--- config.mk ---
export PLATFORM = sky130hd
export DESIGN_NAME = lsu_store_buffer_flat
export DESIGN_NICKNAME = d
export VERILOG_FILES = /design/src/rtl/lsu_store_buffer_if.sv /design/src/rtl/lsu_store_buffer.sv /design/src/flat_wrapper.sv
export SDC_FILE = /design/constraint.sdc
export NUM_CORES = 1
export LEC_CHECK = 0
export ABC_AREA = 1
export CAP_MARGIN = 40
export CORE_MARGIN = 2
export CORE_UTILIZATION = 45
export DETAILED_ROUTE_END_ITERATION = 10
export GPL_ROUTABILITY_DRIVEN = 1
export PLACE_DENSITY_LB_ADDON = 0.2
export SETUP_SLACK_MARGIN = 0.5
export SYNTH_ARGS = -nofsm -noshare
export SYNTH_HDL_FRONTEND = slang
export SYNTH_SLANG_ARGS = --single-unit
--- constraint.sdc ---
create_clock -name clk -period 13.5 [get_ports clk]
set_input_delay 3.375 -clock clk [delete_from_list [all_inputs] [get_ports clk]]
set_output_delay 3.375 -clock clk [all_outputs]
set_load 0.02 [all_outputs]
--- src/rtl/lsu_store_buffer_if.sv ---
// Pipeline request/response and data-cache port bundle for the LSU store buffer.
// The slave modport is the store buffer; master is the pipeline/cache side.
interface lsu_store_buffer_if #(
   parameter int unsigned SB_PTR_W = 2
);
   logic              req_valid;
   logic              req_ready;
   logic              req_store;
   logic [31:0]       req_addr;
   logic [31:0]       req_wdata;
   logic              resp_valid;
   logic [31:0]       resp_data;
   logic              flush;
   logic              flush_done;
   logic [SB_PTR_W:0] sb_count;
   logic [31:0]       c_read_ptr;
   logic [31:0]       c_read_value;
   logic              c_read_success;
   logic              c_write_enable;
   logic [31:0]       c_write_ptr;
   logic [31:0]       c_write_value;
   logic              c_write_success;
   logic              c_all_write_back;
   logic              c_all_write_back_success;

   modport slave (
      input  req_valid, req_store, req_addr, req_wdata, flush,
             c_read_value, c_read_success, c_write_success, c_all_write_back_success,
      output req_ready, resp_valid, resp_data, flush_done, sb_count,
             c_read_ptr, c_write_enable, c_write_ptr, c_write_value, c_all_write_back
   );

   modport master (
      output req_valid, req_store, req_addr, req_wdata, flush,
             c_read_value, c_read_success, c_write_success, c_all_write_back_success,
      input  req_ready, resp_valid, resp_data, flush_done, sb_count,
             c_read_ptr, c_write_enable, c_write_ptr, c_write_value, c_all_write_back
   );
endinterface

--- src/rtl/lsu_store_buffer.sv ---
// LSU front end: store FIFO with load forwarding, load-miss read port, oldest-first
// store drain into the cache write port, and flush sequencing with full write-back.
module lsu_store_buffer #(
   parameter int unsigned SB_DEPTH      = 4,
   parameter int unsigned SB_PTR_W      = 2,
   parameter int unsigned WB_MIN_CYCLES = 16
) (
   input logic               clk,
   input logic               reset,
   lsu_store_buffer_if.slave bus
);

   typedef logic [SB_PTR_W-1:0] ptr_t;
   typedef logic [SB_PTR_W:0]   cnt_t;

   typedef enum logic [1:0] {R_IDLE, R_ISSUE, R_WAIT, R_GAP}  rd_state_e;
   typedef enum logic [1:0] {W_IDLE, W_ISSUE, W_WAIT, W_GAP}  wr_state_e;
   typedef enum logic [1:0] {F_IDLE, F_DRAIN, F_WB, F_DONE}   fl_state_e;

   localparam cnt_t SB_FULL = cnt_t'(SB_DEPTH);

   rd_state_e   rd_state_q, rd_state_d;
   wr_state_e   wr_state_q, wr_state_d;
   fl_state_e   fl_state_q, fl_state_d;

   ptr_t        head_q, head_d;
   ptr_t        tail_q, tail_d;
   cnt_t        count_q, count_d;

   logic        resp_valid_q, resp_valid_d;
   logic [31:0] resp_data_q, resp_data_d;
   logic [31:0] rd_ptr_q, rd_ptr_d;
   logic        wr_en_q, wr_en_d;
   logic [31:0] wr_ptr_q, wr_ptr_d;
   logic [31:0] wr_val_q, wr_val_d;
   logic        wb_q, wb_d;
   logic [31:0] wb_cnt_q, wb_cnt_d;

   logic [31:0] sb_addr_q [SB_DEPTH];
   logic [31:0] sb_data_q [SB_DEPTH];

   logic        req_ready;
   logic        accept;
   logic        push;
   logic        load_acc;
   logic        pop;
   logic        fwd_hit;
   logic [31:0] fwd_data;
   ptr_t        idx;

   // Reset gates ready combinationally so no request slips in while reset is held.
   assign req_ready = !reset && (rd_state_q == R_IDLE) && (fl_state_q == F_IDLE) &&
                      !(bus.req_store && (count_q == SB_FULL));
   assign accept    = bus.req_valid && req_ready;
   assign push      = accept && bus.req_store;
   assign load_acc  = accept && !bus.req_store;

   // Entry storage carries no reset; validity is defined solely by head/count.
   always_ff @(posedge clk) begin
      if (push) begin
         sb_addr_q[tail_q] <= bus.req_addr;
         sb_data_q[tail_q] <= bus.req_wdata;
      end
   end

   always_comb begin
      rd_state_d   = rd_state_q;
      wr_state_d   = wr_state_q;
      fl_state_d   = fl_state_q;
      resp_valid_d = 1'b0;
      resp_data_d  = resp_data_q;
      rd_ptr_d     = rd_ptr_q;
      wr_en_d      = wr_en_q;
      wr_ptr_d     = wr_ptr_q;
      wr_val_d     = wr_val_q;
      wb_d         = wb_q;
      wb_cnt_d     = wb_cnt_q;
      pop          = 1'b0;
      fwd_hit      = 1'b0;
      fwd_data     = '0;
      idx          = '0;

      // Walk oldest to youngest so the last match seen is the youngest store.
      for (int unsigned i = 0; i < SB_DEPTH; i++) begin
         idx = head_q + ptr_t'(i);
         if ((cnt_t'(i) < count_q) && (sb_addr_q[idx] == bus.req_addr)) begin
            fwd_hit  = 1'b1;
            fwd_data = sb_data_q[idx];
         end
      end

      case (rd_state_q)
         R_IDLE: begin
            if (load_acc) begin
               if (fwd_hit) begin
                  resp_valid_d = 1'b1;
                  resp_data_d  = fwd_data;
               end else begin
                  rd_ptr_d   = bus.req_addr;
                  rd_state_d = R_ISSUE;
               end
            end
         end
         R_ISSUE: rd_state_d = R_WAIT;
         R_WAIT: begin
            if (bus.c_read_success) begin
               resp_valid_d = 1'b1;
               resp_data_d  = bus.c_read_value;
               rd_ptr_d     = 'x;
               rd_state_d   = R_GAP;
            end
         end
         R_GAP:   rd_state_d = R_IDLE;
         default: rd_state_d = R_IDLE;
      endcase

      case (wr_state_q)
         W_IDLE: begin
            if (count_q != '0) begin
               wr_ptr_d   = sb_addr_q[head_q];
               wr_val_d   = sb_data_q[head_q];
               wr_en_d    = 1'b1;
               wr_state_d = W_ISSUE;
            end
         end
         W_ISSUE: wr_state_d = W_WAIT;
         W_WAIT: begin
            if (bus.c_write_success) begin
               pop        = 1'b1;
               wr_en_d    = 1'b0;
               wr_state_d = W_GAP;
            end
         end
         W_GAP:   wr_state_d = W_IDLE;
         default: wr_state_d = W_IDLE;
      endcase

      case (fl_state_q)
         F_IDLE: begin
            if (bus.flush) fl_state_d = F_DRAIN;
         end
         F_DRAIN: begin
            if ((count_q == '0) && (wr_state_q == W_IDLE) && (rd_state_q == R_IDLE)) begin
               wb_d       = 1'b1;
               wb_cnt_d   = '0;
               fl_state_d = F_WB;
            end
         end
         F_WB: begin
            // wb_cnt_q counts cycles already spent with allWriteBack high.
            if ((wb_cnt_q >= WB_MIN_CYCLES - 1) && bus.c_all_write_back_success) begin
               wb_d       = 1'b0;
               fl_state_d = F_DONE;
            end else if (wb_cnt_q < WB_MIN_CYCLES - 1) begin
               wb_cnt_d = wb_cnt_q + 32'd1;
            end
         end
         F_DONE:  fl_state_d = F_IDLE;
         default: fl_state_d = F_IDLE;
      endcase

      head_d  = head_q + ptr_t'(pop);
      tail_d  = tail_q + ptr_t'(push);
      count_d = count_q + cnt_t'(push) - cnt_t'(pop);
   end

   always_ff @(posedge clk or posedge reset) begin
      if (reset) begin
         rd_state_q   <= R_IDLE;
         wr_state_q   <= W_IDLE;
         fl_state_q   <= F_IDLE;
         head_q       <= '0;
         tail_q       <= '0;
         count_q      <= '0;
         resp_valid_q <= 1'b0;
         resp_data_q  <= '0;
         rd_ptr_q     <= 'x;
         wr_en_q      <= 1'b0;
         wr_ptr_q     <= '0;
         wr_val_q     <= '0;
         wb_q         <= 1'b0;
         wb_cnt_q     <= '0;
      end else begin
         rd_state_q   <= rd_state_d;
         wr_state_q   <= wr_state_d;
         fl_state_q   <= fl_state_d;
         head_q       <= head_d;
         tail_q       <= tail_d;
         count_q      <= count_d;
         resp_valid_q <= resp_valid_d;
         resp_data_q  <= resp_data_d;
         rd_ptr_q     <= rd_ptr_d;
         wr_en_q      <= wr_en_d;
         wr_ptr_q     <= wr_ptr_d;
         wr_val_q     <= wr_val_d;
         wb_q         <= wb_d;
         wb_cnt_q     <= wb_cnt_d;
      end
   end

   assign bus.req_ready        = req_ready;
   assign bus.resp_valid       = resp_valid_q;
   assign bus.resp_data        = resp_data_q;
   assign bus.flush_done       = (fl_state_q == F_DONE);
   assign bus.sb_count         = count_q;
   assign bus.c_read_ptr       = rd_ptr_q;
   assign bus.c_write_enable   = wr_en_q;
   assign bus.c_write_ptr      = wr_ptr_q;
   assign bus.c_write_value    = wr_val_q;
   assign bus.c_all_write_back = wb_q;

endmodule

--- src/flat_wrapper.sv ---
// flat-port wrapper written by rule: the top's interface ports become plain ports
module lsu_store_buffer_flat 
#(
   parameter int unsigned SB_DEPTH      = 4,
   parameter int unsigned SB_PTR_W      = 2,
   parameter int unsigned WB_MIN_CYCLES = 16
)
  (clk, reset, bus_req_valid, bus_req_store, bus_req_addr, bus_req_wdata, bus_flush, bus_c_read_value, bus_c_read_success, bus_c_write_success, bus_c_all_write_back_success, bus_req_ready, bus_resp_valid, bus_resp_data, bus_flush_done, bus_sb_count, bus_c_read_ptr, bus_c_write_enable, bus_c_write_ptr, bus_c_write_value, bus_c_all_write_back);
  lsu_store_buffer_if #(.SB_PTR_W(SB_PTR_W)) bus_i ();
  input logic clk;
  input logic reset;
  input wire logic [$bits(bus_i.req_valid)-1:0] bus_req_valid;
  input wire logic [$bits(bus_i.req_store)-1:0] bus_req_store;
  input wire logic [$bits(bus_i.req_addr)-1:0] bus_req_addr;
  input wire logic [$bits(bus_i.req_wdata)-1:0] bus_req_wdata;
  input wire logic [$bits(bus_i.flush)-1:0] bus_flush;
  input wire logic [$bits(bus_i.c_read_value)-1:0] bus_c_read_value;
  input wire logic [$bits(bus_i.c_read_success)-1:0] bus_c_read_success;
  input wire logic [$bits(bus_i.c_write_success)-1:0] bus_c_write_success;
  input wire logic [$bits(bus_i.c_all_write_back_success)-1:0] bus_c_all_write_back_success;
  output wire logic [$bits(bus_i.req_ready)-1:0] bus_req_ready;
  output wire logic [$bits(bus_i.resp_valid)-1:0] bus_resp_valid;
  output wire logic [$bits(bus_i.resp_data)-1:0] bus_resp_data;
  output wire logic [$bits(bus_i.flush_done)-1:0] bus_flush_done;
  output wire logic [$bits(bus_i.sb_count)-1:0] bus_sb_count;
  output wire logic [$bits(bus_i.c_read_ptr)-1:0] bus_c_read_ptr;
  output wire logic [$bits(bus_i.c_write_enable)-1:0] bus_c_write_enable;
  output wire logic [$bits(bus_i.c_write_ptr)-1:0] bus_c_write_ptr;
  output wire logic [$bits(bus_i.c_write_value)-1:0] bus_c_write_value;
  output wire logic [$bits(bus_i.c_all_write_back)-1:0] bus_c_all_write_back;
  assign bus_i.req_valid = bus_req_valid;
  assign bus_i.req_store = bus_req_store;
  assign bus_i.req_addr = bus_req_addr;
  assign bus_i.req_wdata = bus_req_wdata;
  assign bus_i.flush = bus_flush;
  assign bus_i.c_read_value = bus_c_read_value;
  assign bus_i.c_read_success = bus_c_read_success;
  assign bus_i.c_write_success = bus_c_write_success;
  assign bus_i.c_all_write_back_success = bus_c_all_write_back_success;
  assign bus_req_ready = bus_i.req_ready;
  assign bus_resp_valid = bus_i.resp_valid;
  assign bus_resp_data = bus_i.resp_data;
  assign bus_flush_done = bus_i.flush_done;
  assign bus_sb_count = bus_i.sb_count;
  assign bus_c_read_ptr = bus_i.c_read_ptr;
  assign bus_c_write_enable = bus_i.c_write_enable;
  assign bus_c_write_ptr = bus_i.c_write_ptr;
  assign bus_c_write_value = bus_i.c_write_value;
  assign bus_c_all_write_back = bus_i.c_all_write_back;
  lsu_store_buffer #(.SB_DEPTH(SB_DEPTH), .SB_PTR_W(SB_PTR_W), .WB_MIN_CYCLES(WB_MIN_CYCLES)) u_core (.clk(clk), .reset(reset), .bus(bus_i));
endmodule
==> impl_metrics.toml <==
[status]
outcome = "completed"

[worst_setup_path]
crit_family = "buffers and inverters"
cp_max_fo = 3
cp-endpoint = "bus_req_ready"
worstPathCellList = "clkdlybuf4s50_1 -> a311oi_1 -> clkdlybuf4s50_1"
cp_num_buf_inv = 2
end_kind = "primary output"
worst-path-stages = 3
regToRegSetupSlack_ns = 7.02
rr_endpoint = "u_core.bus.c_read_ptr[15]"
rr_worst_depth = 22
cpPeakStageDelay_ns = 0.68
setup.worst_path.start = "reset"
critPathLaunchType = "input port"
cp_common_cell = "clkdlybuf4s50_1"
critPathRequiredTime_ns = 10.12
r2r_start = "u_core.head_q[0]"
criticalPathCategory = "in2out"
cp.arrival_ns = 4.97
crit_slowest_cell = "clkdlybuf4s50_1"

[clock_tree]
clockBufferDepth = 3
clkTransAtPathRegs_ns = 0.06
clock-sinks = 432
cts_max_level = 2
cts_buffers = 49
clockRootBuffer = "clkbuf_16"
cts_hold_buffers = 0
cts_tree = "built"
cts_setup_buffers = 0
clk_latency_ns = 0.59
cts_resized = 0

[floorplan]
die_x_um = 238
core_area_sq_um = 54000
fp-row-count = 85
dieArea_sq_um = 56800
fp.dieH_um = 238
start_util_pct = 45.7
io_pins = 240

[placed_design]
place_hpwl_um = 49000
place_area_sq_um = 27700
io_buffer_count = 239
place_congestion = 0.934

[timing]
fin_skew_ns = 0.0281
setup_violations = 0
finalCritPeriodShare_pct = 61.8
finalHoldViolations = 0
tightestPinTransition_ns = 0.938
min_period_ns = 8.35
rsz0062_at_grt = "false"
fmax_ghz = 0.120
fin_tns_setup_ns = 0
slew_violations = 0
max-slew-margin-rel_pct = 37.5

[finish]
fin_area_sq_um = 29400
post-route-util_pct = 54.4
area_delta_synth_final_pct = 18.9
final_layout_size_suffix_gt1_share_pct = 3.75
n_fill_cell = 5074
layout.nets = 3714

[synth]
synth_xor_area_share_pct = 0.638
synth-simple-area-share_pct = 35.4
synthTopCellsByArea = "edfxtp_1 (31%), nand2_1 (27%), dfrtp_1 (18%), nand3_1 (5.6%), inv_1 (4.2%)"
synth.most_common_cell = "nand2_1"
synth_top_family_by_area = "simple AND/OR/NAND/NOR gates"
synth_area_per_cell_sq_um = 7.19
synth-edff-count = 256
synthMuxAreaShare_pct = 0
synth_cell_types = 34
synth_top_cell_by_area = "edfxtp_1"
ys_seq_area_share_pct = 48.9
synth_compound_area_share_pct = 6.62
synthCells = 3435
yosys.area_share.adder_pct = 0.942
ys_async_sr_fraction_pct = 40.7
synth.cell_area_sq_um = 24700
yosysWarnings = 0
synthTopCellsByCount = "nand2_1 (1,745), nand3_1 (278), inv_1 (274)"
synth_top_area_share_pct = 31.1
mappedNetlistNets = 3557
synth_seq_cells = 432
synthFlopType = "edfxtp_1"

[grt]
grt_pass1_vias = 20300
grt_max_degree = 112
grt.total_usage_pct = 26.5
grt_pass1_wl_um = 116000
grt_overflow = 0
antenna_found_initial = 8

[routing]
drt_iter0_markers = 2032
dr.pass1.iters = 7
vias_per_cell = 5.15
via_count = 22300
drc = 0
finalWirelength_um = 75400
avgRoutedWirePerCell_um = 17.4
antenna_left = 0

[min_path]
hp-class = "reg2reg"
hold_path_depth = 1

[pwr]
power.density_nw_per_um2 = 225
max-vdd-ir-drop_v = 0.000139
p_leak_nw = 14.2

[flow_run]
maxCapViolations = 0
[state kept, by name, summed over array words and instances (netlist names), 2 cells and up]
register                  cells
u_core.wr_state_q             2
u_core.wb_cnt_q              32
u_core.fl_state_q             2
u_core.bus.c_write_ptr       32
u_core.bus.sb_count           3
u_core.sb_data_q            128
u_core.sb_addr_q            128
u_core.head_q                 2
u_core.bus.resp_data         32
u_core.bus.c_read_ptr        32
u_core.bus.c_write_value     32
u_core.tail_q                 2
u_core.rd_state_q             2
[placed cells by master, fill, tap and decap left out, types with 3 or more instances in the layout]
cell	synthesis	routed
clkbuf_16	0	49
clkbuf_1	95	9
bufinv_16	0	6
nand2_1	1745	1743
clkinv_2	0	8
dfrtp_1	176	174
nor3_1	7	3
clkdlybuf4s50_1	0	239
o211ai_1	48	48
xor2_1	18	18
nand4_1	7	7
nand2_4	0	3
nor2_2	3	3
inv_1	274	269
edfxtp_1	256	256
a21oi_1	39	39
buf_12	0	3
o21ai_1	27	27
clkinv_1	0	8
clkbuf_8	0	11
diode_2	0	5
nor4_1	8	8
ha_1	17	17
buf_16	0	6
o21ai_0	180	180
nand3_1	278	278
buf_4	19	32
nor3_2	0	4
nor2_1	161	160
[stage by stage]
| step | worst slack, ns | hold WS, ns | std cells | power (mW) |
|---|---|---|---|---|
| floorplan | 4.10 | 0.442 | 3435 | 4.08 |
| global route | 5.04 | 0.492 | 4329 | 7.13 |
| finish | 5.15 | 0.472 | 4331 | 6.62 |
| CTS | 5.13 | 0.474 | 4326 | 6.63 |
| detailed placement | 5.15 | 0.459 | 4237 | 5.24 |
| global placement | 5.15 | 0.455 | 4228 | 5.14 |
[worst min path at each step]
stage / endpoint / start / slack, ns
6_report: u_core.wb_cnt_q[3] / u_core.wb_cnt_q[3] / 0.47
2_1_floorplan: u_core.rd_state_q[0] / u_core.rd_state_q[0] / 0.44
3_3_place_gp: u_core.rd_state_q[0] / u_core.rd_state_q[0] / 0.46
4_1_cts: u_core.rd_state_q[0] / u_core.rd_state_q[0] / 0.47
5_1_grt: u_core.bus.resp_data[13] / u_core.bus.resp_data[13] / 0.49
3_5_place_dp: u_core.rd_state_q[0] / u_core.rd_state_q[0] / 0.46
[where the power goes]
group	leakage [nW]	internal [mW]	switching (mW)	total, mW
logic	8.81	1.11	2.34	3.45
registers	4.55	1.62	0.180	1.80
clock network	0.816	0.838	0.535	1.37
[worst reg2reg max path, stage by stage (launching register included)]
cell	delay, ns
dfrtp_4	0.81
inv_6	0.54
buf_4	0.80
nand2_1	0.22
nand2_4	0.44
buf_4	0.41
buf_16	0.32
nand2_1	0.20
nand3_1	0.15
nand2_1	0.08
nor2_1	0.16
nand2_1	0.07
nor2_1	0.22
nand3_1	0.16
nor2_4	0.10
buf_4	0.50
nor2_1	0.14
nand2_1	0.11
nand2_1	0.09
nand3_2	0.07
buf_4	0.52
nand2_1	0.19
o21ai_1	0.11
[metal layers]
layer | track usage (%) | wire (um) | vias to the layer above
met5 | 0 | 43 | -
met4 | 10.2 | 2620 | 6
met3 | 4.12 | 5820 | 155
met2 | 42.8 | 34400 | 837
met1 | 36.0 | 32400 | 10100
li1 | - | - | 11200
[final cells by class]
| class | instances | area (sq um) | area share (%) |
|---|---|---|---|
| antenna | 5 | 12.5 | 0.0426 |
| clock buffer | 69 | 1410 | 4.80 |
| clock inverter | 20 | 250 | 0.852 |
| inverter | 276 | 1050 | 3.58 |
| multi-input combinational | 2553 | 10800 | 36.9 |
| sequential | 432 | 12100 | 41.2 |
| tap | 696 | 871 | 2.96 |
| timing repair buffer | 280 | 2860 | 9.73 |
[cell families (layout without fill, tap and decap cells)]
logic type | after synthesis | in the layout
adders and majority gates | 18 | 18
xor gates and xnor gates | 18 | 18
buffers and inverters | 450 | 645
AOI/OAI and AO/OA | 300 | 300
other | 0 | 5
DFF | 432 | 432
and+or+nand+nor | 2217 | 2217
(Power assumes the default switching activity.)
